File: src/rtl/serial_tx_if.sv
// Parallel-in / serial-out handshake bundle for serial_tx.
// The master drives the word and load; the slave (transmitter) returns status and the line.
interface serial_tx_if #(
  parameter int DATA_BITS = 8
);
  logic [DATA_BITS-1:0] d;
  logic                 load;
  logic                 ready;
  logic                 txd;
  logic                 done;

  modport master (output d, load, input ready, txd, done);
  modport slave  (input d, load, output ready, txd, done);
endinterface

File: src/rtl/serial_tx.sv
// Asynchronous serial transmitter: 1 start bit, DATA_BITS data bits LSB first, 1 stop bit.
// Each bit lasts CLKS_PER_BIT clocks; txd comes straight from a flop so the pin never glitches.
//
// state | meaning
// IDLE  | line high, ready for a load
// START | start bit (txd=0) for one bit time
// DATA  | shifting data bits out, LSB first
// STOP  | stop bit (txd=1); done in its last cycle
module serial_tx #(
  parameter int DATA_BITS    = 8,
  parameter int CLKS_PER_BIT = 16
) (
  input logic        clk,
  input logic        clrn,
  serial_tx_if.slave bus
);

  localparam int BAUD_W = $clog2(CLKS_PER_BIT);
  localparam int BIT_W  = $clog2(DATA_BITS + 1);
  localparam logic [BAUD_W-1:0] BAUD_MAX = BAUD_W'(CLKS_PER_BIT - 1);
  localparam logic [BIT_W-1:0]  BIT_LAST = BIT_W'(DATA_BITS - 1);

  typedef enum logic [1:0] {
    IDLE  = 2'd0,
    START = 2'd1,
    DATA  = 2'd2,
    STOP  = 2'd3
  } state_e;

  state_e                 state_q, state_d;
  logic [BAUD_W-1:0]      baud_q, baud_d;
  logic [BIT_W-1:0]       bit_q, bit_d;
  logic [DATA_BITS-1:0]   shift_q, shift_d;
  logic                   txd_q, txd_d;
  logic                   baud_end;

  assign baud_end = (baud_q == BAUD_MAX);

  always_ff @(posedge clk or negedge clrn) begin
    if (!clrn) begin
      state_q <= IDLE;
      baud_q  <= '0;
      bit_q   <= '0;
      shift_q <= '0;
      txd_q   <= 1'b1;
    end else begin
      state_q <= state_d;
      baud_q  <= baud_d;
      bit_q   <= bit_d;
      shift_q <= shift_d;
      txd_q   <= txd_d;
    end
  end

  always_comb begin
    state_d = state_q;
    baud_d  = baud_end ? '0 : baud_q + 1'b1;
    bit_d   = bit_q;
    shift_d = shift_q;
    case (state_q)
      IDLE: begin
        baud_d = '0;
        if (bus.load) begin
          shift_d = bus.d;
          bit_d   = '0;
          state_d = START;
        end
      end
      START: begin
        if (baud_end) begin
          bit_d   = '0;
          state_d = DATA;
        end
      end
      DATA: begin
        if (baud_end) begin
          shift_d = shift_q >> 1;
          bit_d   = bit_q + 1'b1;
          if (bit_q == BIT_LAST) state_d = STOP;
        end
      end
      STOP: begin
        if (baud_end) state_d = IDLE;
      end
      default: state_d = IDLE;
    endcase

    // The line level is registered from the upcoming state so it lines up with it.
    case (state_d)
      START:   txd_d = 1'b0;
      DATA:    txd_d = shift_d[0];
      default: txd_d = 1'b1;
    endcase
  end

  assign bus.txd   = txd_q;
  assign bus.ready = (state_q == IDLE);
  assign bus.done  = (state_q == STOP) && baud_end;

endmodule

File: src/flat_wrapper.sv
// flat-port wrapper written by rule: the top's interface ports become plain ports
module serial_tx_flat 
#(
  parameter int DATA_BITS    = 8,
  parameter int CLKS_PER_BIT = 16
)
  (clk, clrn, bus_d, bus_load, bus_ready, bus_txd, bus_done);
  serial_tx_if #(.DATA_BITS(DATA_BITS)) bus_i ();
  input logic clk;
  input logic clrn;
  input wire logic [$bits(bus_i.d)-1:0] bus_d;
  input wire logic [$bits(bus_i.load)-1:0] bus_load;
  output wire logic [$bits(bus_i.ready)-1:0] bus_ready;
  output wire logic [$bits(bus_i.txd)-1:0] bus_txd;
  output wire logic [$bits(bus_i.done)-1:0] bus_done;
  assign bus_i.d = bus_d;
  assign bus_i.load = bus_load;
  assign bus_ready = bus_i.ready;
  assign bus_txd = bus_i.txd;
  assign bus_done = bus_i.done;
  serial_tx #(.DATA_BITS(DATA_BITS), .CLKS_PER_BIT(CLKS_PER_BIT)) u_core (.clk(clk), .clrn(clrn), .bus(bus_i));
endmodule
File: config.mk
export PLATFORM = sky130hd
export DESIGN_NAME = serial_tx_flat
export DESIGN_NICKNAME = d
export VERILOG_FILES = /design/src/rtl/serial_tx_if.sv /design/src/rtl/serial_tx.sv /design/src/flat_wrapper.sv
export SDC_FILE = /design/constraint.sdc
export NUM_CORES = 1
export LEC_CHECK = 0
export ABC_AREA = 1
export BUFFER_PORTS_ARGS = -buffer_cell sky130_fd_sc_hd__buf_2
export CORE_ASPECT_RATIO = 0.7
export CORE_MARGIN = 3
export CORE_UTILIZATION = 25
export CTS_CLUSTER_DIAMETER = 100
export DETAILED_ROUTE_END_ITERATION = 12
export HOLD_SLACK_MARGIN = 0.08
export PLACE_DENSITY = 0.39
export SYNTH_ARGS = -nofsm -noshare
export SYNTH_HDL_FRONTEND = slang
export SYNTH_SLANG_ARGS = --single-unit
File: constraint.sdc
create_clock -name clk -period 1.7 [get_ports clk]
set_input_delay 0 -clock clk [delete_from_list [all_inputs] [get_ports clk]]
set_output_delay 0 -clock clk [all_outputs]
set_load 0.02 [all_outputs]
======== Word level (Yosys, flattened, before mapping) ========
Index checks and enable logic that the tools add are counted.
word-level totals
  flip-flop bits (word level) ............. 19
  input bits .............................. 11
operators by class
  $add $sub $neg .......................... 2
  equal/unequal tests ..................... 10
  multiplexer cells ....................... 16
  reductions and logical operators ........ 6
operators by type and width
  cell                                                             count
  4-bit two-way mux                                                5
  8-bit two-way mux                                                2
  8-bit case mux with 2 select lines                               1
  4-bit case mux with 3 select lines                               1
  2-bit two-way mux                                                5
  4-bit by 1-bit adder with 4-bit output, second input constant    2
  2-bit case mux with 4 select lines                               1
  2-bit == test, second input constant                             3
  2-bit by 1-bit == test with 1-bit output, second input constant  2
  4-bit by 3-bit == test with 1-bit output, second input constant  1
  4-bit == test, second input constant                             1
  2-bit by 1-bit != test with 1-bit output, second input constant  2
  4-bit AND reduction                                              1
  3-bit AND reduction                                              1
  3-bit nonzero test                                               1
  2-bit logical NOT                                                1
  2-bit != test, second input constant                             1
  1-bit case mux with 2 select lines                               1
  2-bit nonzero test                                               1
  1-bit logical AND                                                1

======== Logic depth before layout (Yosys ltp) ========
Gate-level depths: netlist of run 1.
  word-level depth ........................ 6
  gate-level depth with buffers ........... 9

======== Least setup slack after synthesis of run 1 ========
OpenSTA, ideal clock, no wires.
  path type ............................... register to register
  start ................................... register u_core.state_q[1]
  end ..................................... register u_core.shift_q[7]
  library setup time ...................... 121 ps
  arrival time ............................ 1170 ps
  path slack .............................. 409 ps
  stages on the path, launching flop included .. 6
  path buffers ............................ 0
  clock period less this slack ............ 1291 ps
  path through ............................ dfrtp_1 -> nor2_2 -> nand2_4 -> inv_6 -> nor2_8 -> a22o_1
between the ends
  word-level cells in the longest chain between the ends .. 3
RTL lines
  what                                                                  RTL line            text
  start: declaration                                                    serial_tx.sv:30     state_e state_q, state_d;
  start signal: assignment                                              serial_tx.sv:47     state_q <= state_d;
  2-bit logical NOT (*)                                                 n/a
  named net bus_ready                                                   flat_wrapper.sv:13  output wire logic [$bits(bus_i.ready)-1:0] bus_ready;
  2-bit != test (no line) / 2-bit nonzero test (equally long branches)  n/a
  3-bit AND reduction (no line)                                         n/a
  end signal: assignment                                                serial_tx.sv:50     shift_q <= shift_d;
  end: declaration                                                      serial_tx.sv:33     logic [DATA_BITS-1:0] shift_q, shift_d;
The timed path passes the listed nets; every way through them passes the cells marked *.
A chain may end at the register's enable or synchronous reset.

======== Final worst setup path of run 1 ========
  start ................................... register u_core.baud_q[0]
  end ..................................... output port bus_done
between the ends
  word-level cells in the longest chain between the ends .. 2
RTL lines
  what                      RTL line            text
  start: declaration        serial_tx.sv:31     logic [BAUD_W-1:0] baud_q, baud_d;
  start signal: assignment  serial_tx.sv:48     baud_q <= baud_d;
  4-bit == test             serial_tx.sv:37     assign baud_end = (baud_q == BAUD_MAX);
  1-bit logical AND         serial_tx.sv:98     assign bus.done = (state_q == STOP) && baud_end;
  end: declaration          flat_wrapper.sv:15  output wire logic [$bits(bus_i.done)-1:0] bus_done;
No other way between the ends.

==> impl_results.md, run 1 <==
- Outcome: finished clean
- Syn Inst Count: 111
- Slew @ Worst Pin: 0.450 ns
- Vias per cell: 4.18
- Worst VDD drop: 0.000255 V
- Worst slew margin: 0.700
- R2R setup slack: 0.29 ns
- Die width: 81.8 um
- Req. time, crit path: 1.70 ns
- Root Driver: clkbuf_8
- Layout Skew: 0.000616 ns
- Utilization after layout: 0.343
- Most frequent cells in the layout: 32 x nand2_1, 18 x dfrtp_1, 13 x buf_2
- Register area share after synthesis: 0.474
- Fmax: 680 MHz
- Initial core utilization: 0.272
- Synth warn: 0
- Post-synthesis register bit count: 19
- CTS tree: done
- Std cell rows: 18
- Max Cap Viol: 0
- Drt pass-1 iters: 4
- Area of the die: 4830 um^2
- DR DRC count: 0
- Number of global-route vias before repair: 760
- LEAKAGE: 0.645 nW
- CP max FO: 4
- Skew-Pair Late Insertion Delay: 0.25 ns
- Cts repair resizes: 0
- Synthesized Nets: 124
- Crit-path cells: ha_1 > nand2_1 > nor2_4 > nand2_1 > inv_1 > buf_2
- Crit-path max cell delay: 0.37 ns
- GRT Residual Overflow: 0
- Core ar.: 3690 um^2
- Routed length per instance: 11.0 um
- Layout cell share with drive strength beyond 1: 0.255
- Final Critical Period: 1.47 ns
- First-pass GRT wire length: 3620 um
- Synth Area per Inst: 9.06 um^2
- Clk buf depth: 2
- Commonest non-fill, non-tap cell in the layout: nand2_1
- GRT Util Overall: 0.100
- Crit Path Category: flip-flop to output port
- Die extent in y: 59.1 um
- Detailed placement HPWL: 1560 um
- Reg clk slew, reported paths: 0.07 ns
- Initial antenna violation count: 0
- Synthesized area: 1010 um^2
- Placed Cells: 174
- Placed instance area: 1130 um^2
- Final setup vio count: 0
- N_diodes: 0
- Data arrival time of the critical path: 1.47 ns
- Post-Route WL: 2050 um
- Largest net degree at the start of global routing: 20
- Final Max Slew Viols: 0
- Number of cells in the finished layout apart from fillers: 187
- CP max-delay cell: dfrtp_1
- H-Tree Depth: 1
- Power per cell area: 631 nW/um^2
- Min-delay worst type: primary input to flip-flop
- Area grow syn2layout: 26.1%
- Cell area after layout: 1270 um^2
- Fin Setup TNS: 0 ns
- CP endpoint kind: output port
- RSZ-0062 raised after global routing: no
- Vias: 781
- Most Frequent Cell on Critical Path: nand2_1
- Period utilization: 0.865
- Distinct cells, synth: 26
- TritonCTS Sinks: 19
- Setup crit start kind: flip-flop
- Total CTS buffers: 3
- Initial DRC Count: 41
- Layout Nets: 151
- Final antenna-violating net count: 0
- IO Port Bufs: 13
- Dpl ws: 0.309 ns
- Worst Slack Setup Final: 0.230 ns
- Final GP Congestion: 0.712
- Hold Fails Final Rpt: 0
- IO Count: 14
[final timing paths]
kind	startpoint	to	cells after the start
setup / recovery	u_core.baud_q[0]	bus_done	6
hold / removal	bus_load	u_core.state_q[0]	5
setup reg to reg	u_core.baud_q[0]	u_core.bus.txd	8
hold reg to reg	u_core.baud_q[0]	u_core.baud_q[0]	1
max in group asynchronous	clrn	u_core.bus.txd	2
min in group asynchronous	clrn	u_core.bit_q[0]	2
[metal layers]
layer | up-vias | wire, um | share of wire | global-route usage
met5 | - | 0 | 0 | 0
met4 | 0 | 13 | 0.0063 | 0.0213
met3 | 2 | 101 | 0.049 | 0.0395
met2 | 13 | 842 | 0.41 | 0.137
met1 | 354 | 1090 | 0.53 | 0.147
li1 | 412 | - | - | -
[cell families after synthesis]
logic type,count (synthesis),share of synthesized area
flip-flops,19,0.474
AO/OA/AOI/OAI,15,0.109
AND/OR/NAND/NOR,61,0.330
buffers and inverters,13,0.0535
XOR/XNOR,1,0.00871
adder cells (fa/ha/maj),2,0.0249
[flip-flops by register name, indices dropped and copies added, names as in the netlist]
signal / count
u_core.baud_q: 4
u_core.bit_q: 4
u_core.bus.txd: 1
u_core.shift_q: 8
u_core.state_q: 2
[layout make-up]
type,count,area [um^2]
fill,401,2420
timing repair buffer,22,155
clock buffer,4,45.0
sequential,19,477
multi-input combinational,79,475
inverter,13,53.8
tap,50,62.6
[worst max-delay path: cells and delay by family, from the launching register on]
family                     cells  cell delay [ns]
DFF                            1             0.37
and+or+nand+nor                3             0.37
buffers and inverters          2             0.22
adders and majority gates      1             0.26
[timing repair]
item | 4_1_cts | 5_1_grt
hold buffers | 9 | 0
hold endpoints to repair | 27 | 0
setup endpoints to repair | 0 | 0
setup buffers | 0 | 0
[power by group]
group          switching [mW]  leakage, nW  internal, mW  total [mW]
registers                   0        0.247         0.452       0.452
clock network           0.146       0.0228         0.167       0.313
logic                  0.0145        0.375        0.0214      0.0359
[synthesized netlist by cell type]
cell | number | area share
a21oi_1 | 2 | 0.010
a22o_1 | 1 | 0.0087
a22oi_1 | 6 | 0.045
a31oi_4 | 1 | 0.021
clkinv_1 | 1 | 0.0037
dfrtp_1 | 18 | 0.45
dfstp_2 | 1 | 0.026
ha_1 | 2 | 0.025
inv_1 | 8 | 0.030
inv_2 | 3 | 0.011
inv_6 | 1 | 0.0087
nand2_1 | 32 | 0.12
nand2_2 | 3 | 0.019
nand2_4 | 3 | 0.034
nand3_1 | 4 | 0.020
nand3_2 | 1 | 0.010
nand3_4 | 1 | 0.017
nand4_1 | 1 | 0.0062
nor2_1 | 11 | 0.041
nor2_2 | 1 | 0.0062
nor2_4 | 1 | 0.011
nor2_8 | 2 | 0.040
o21ai_0 | 2 | 0.010
o21ai_1 | 3 | 0.015
or2_2 | 1 | 0.0062
xor2_1 | 1 | 0.0087
[through the flow]
step | power, mW | hold slack, ns
finish | 0.801 | 0.148
global route | 0.845 | 0.163
CTS | 0.817 | 0.150
detailed placement | 0.482 | -0.0197
global placement | 0.482 | -0.0137
floorplan | 0.461 | -0.296
No activity file was read; power rests on OpenSTA's default activity.
==> run 2, diff against run 1 <==
--- a/config.mk
+++ b/config.mk
@@ -14,6 +14,7 @@
 export DETAILED_ROUTE_END_ITERATION = 12
 export HOLD_SLACK_MARGIN = 0.08
 export PLACE_DENSITY = 0.39
+export SETUP_SLACK_MARGIN = 0.4
 export SYNTH_ARGS = -nofsm -noshare
 export SYNTH_HDL_FRONTEND = slang
 export SYNTH_SLANG_ARGS = --single-unit
==> run 2 against run 1 <==
First-iteration DRC count down 39%. Final area increased by 8.2%. Total power decreased by 0.18%. Largest power group unchanged. Clock power is essentially flat. Critical path depth stayed put. Non-clock buffer count up 6.
==> impl_results.md, run 2 (same netlist as run 1, synthesis figures left out) <==
- Routed length per instance: 11.1 um (+1.6%)
- Vias per cell: 4.16 (-0.50%)
- Crit. Startpoint: u_core.baud_q[0]
- Req. time, crit path: 1.70 ns (about the same)
- Min-delay worst type: primary input to flip-flop
- H-Tree Depth: 1 (unchanged)
- Setup crit start kind: flip-flop
- Final Max Slew Viols: 0 (unchanged)
- M3 GR Usage: 0.0395 (unchanged)
- Die extent in y: 59.1 um (unchanged)
- M2 GR Usage: 0.143 (+0.00575)
- First-pass GRT wire length: 3760 um (+4.0%)
- Most frequent cells in the layout: 31 x nand2_1, 18 x dfrtp_1, 12 x buf_2
- Initial core utilization: 0.272 (unchanged)
- Initial DRC Count: 25 (-39%)
- Largest net degree at the start of global routing: 20 (unchanged)
- Max Cap Viol: 0 (unchanged)
- Area grow syn2layout: 36.4%
- Layout cell share with drive strength beyond 1: 0.336 (+0.0802)
- CP max FO: 4 (unchanged)
- Final GP Congestion: 0.712 (unchanged)
- Power per cell area: 582 nW/um^2 (-7.7%)
- Fin Setup TNS: 0 ns (unchanged)
- Cell area after layout: 1370 um^2 (+8.2%)
- Core ar.: 3690 um^2 (unchanged)
- GRT busiest layer: met1
- Post-Route WL: 2150 um (+4.8%)
- Layout Nets: 157 (+4.0%)
- GRT Util Overall: 0.104 (+0.00355)
- Hold Fails Final Rpt: 0 (unchanged)
- Biggest regs: u_core.shift_q x8, u_core.baud_q x4, u_core.bit_q x4
- N_diodes: 0 (unchanged)
- Utilization after layout: 0.372 (+0.0281)
- TritonCTS Sinks: 19 (unchanged)
- Total CTS buffers: 3 (unchanged)
- Data arrival time of the critical path: 1.30 ns (-0.17 ns)
- CTS tree: done
- Drt pass-1 iters: 3 (-1)
- Worst VDD drop: 0.000251 V (-1.3%)
- Max reg flops: 8 (unchanged)
- Final antenna-violating net count: 0 (unchanged)
- CP endpoint kind: output port
- GRT Residual Overflow: 0 (unchanged)
- Final Critical Period: 1.30 ns (-0.175 ns)
- Area of the die: 4830 um^2 (unchanged)
- Hold Startpoint: bus_load
- Layout Skew: 0.00103 ns (+0.000412 ns)
- Outcome: finished clean
- R2R Path Start: u_core.baud_q[1]
- Worst slew margin: 0.698 (-0.00202)
- Number of global-route vias before repair: 797 (+4.9%)
- RSZ-0062 raised after global routing: yes
- Placed instance area: 1130 um^2 (unchanged)
- Slew @ Worst Pin: 0.453 ns (+0.00303 ns)
- Initial antenna violation count: 0 (unchanged)
- Final setup vio count: 0 (unchanged)
- Reg clk slew, reported paths: 0.07 ns (about the same)
- Commonest non-fill, non-tap cell in the layout: nand2_1
- Met1 Track Usage GR: 0.153 (+0.00566)
- Crit Path Category: flip-flop to output port
- DR DRC count: 0 (unchanged)
- Clk buf depth: 2 (unchanged)
- # fillers: 397 (-1.0%)
- Std cell rows: 18 (unchanged)
- Most flop-heavy register: u_core.shift_q
- LEAKAGE: 0.696 nW (+7.9%)
- Vias: 802 (+2.7%)
- Detailed placement HPWL: 1560 um (unchanged)
- Period utilization: 0.762 (-0.103)
- Skew-Pair Late Insertion Delay: 0.25 ns (about the same)
- Die width: 81.8 um (unchanged)
- IO Count: 14 (unchanged)
- IO Port Bufs: 13 (unchanged)
- Root Driver: clkbuf_8
- Fmax: 772 MHz (+13%)
## run 2: cell types whose count changed in the layout (fill, tap and decap cells not counted), sizes merged
cell  delta
buf      +6
## run 2: final timing paths
path                            depth (start not counted)  slack (ns)                 to
worst max-delay path                                    6        0.40           bus_done
worst min-delay path                                    5        0.16  u_core.state_q[0]
worst max register to register                          7        0.41    u_core.bit_q[1]
worst min register to register                          2        0.48  u_core.shift_q[1]
max in group asynchronous                               2        1.14     u_core.bus.txd
min in group asynchronous                               2        0.22    u_core.bit_q[0]
## run 2: area by class of cell
cell class                 count  area, um^2  share of cell area
tap                           50        62.6              0.0456
clock buffer                   4        45.0              0.0328
sequential                    19         477               0.347
inverter                      13        53.8              0.0392
multi-input combinational     79         528               0.385
timing repair buffer          28         206               0.150
## run 2: metrics by stage
stage	setup slack, ns	hold slack (ns)	power [mW]	cells
after global routing	0.309	0.179	0.846	193
after global placement	0.315	-0.0137	0.482	174
final	0.405	0.160	0.799	193
after CTS	0.349	0.159	0.817	193
after floorplan	0.409	-0.296	0.461	111
after detailed placement	0.309	-0.0197	0.482	174
## run 2: report_power, final
part           switching [mW]  total (mW)  leakage (nW)  internal, mW
Sequential                  0       0.452         0.247         0.452
Clock                   0.144       0.310        0.0228         0.166
Combinational          0.0153      0.0368         0.426        0.0214
Total                   0.159       0.799         0.696         0.640
## run 2: critical path: stages (launching register included)
cell     delay [ns]
dfrtp_1        0.39
ha_4           0.19
nand2_4        0.06
nor2_4         0.12
nand2_1        0.09
inv_1          0.07
buf_4          0.13
## run 2: timing repair
item                                   4_1_cts  5_1_grt
endpoints found under the hold margin       27        0
pin swaps                                    6        4
setup endpoints to repair                   14       14
hold buffers                                 9        0
gates resized for setup                      7        6
setup buffers                                6        0
## run 2: metal layers
metal | up-vias | share of wire
met1 | 367 | 0.53
met3 | 2 | 0.040
met4 | 0 | 0.0061
met2 | 9 | 0.42
li1 | 424 | -
met5 | - | 0
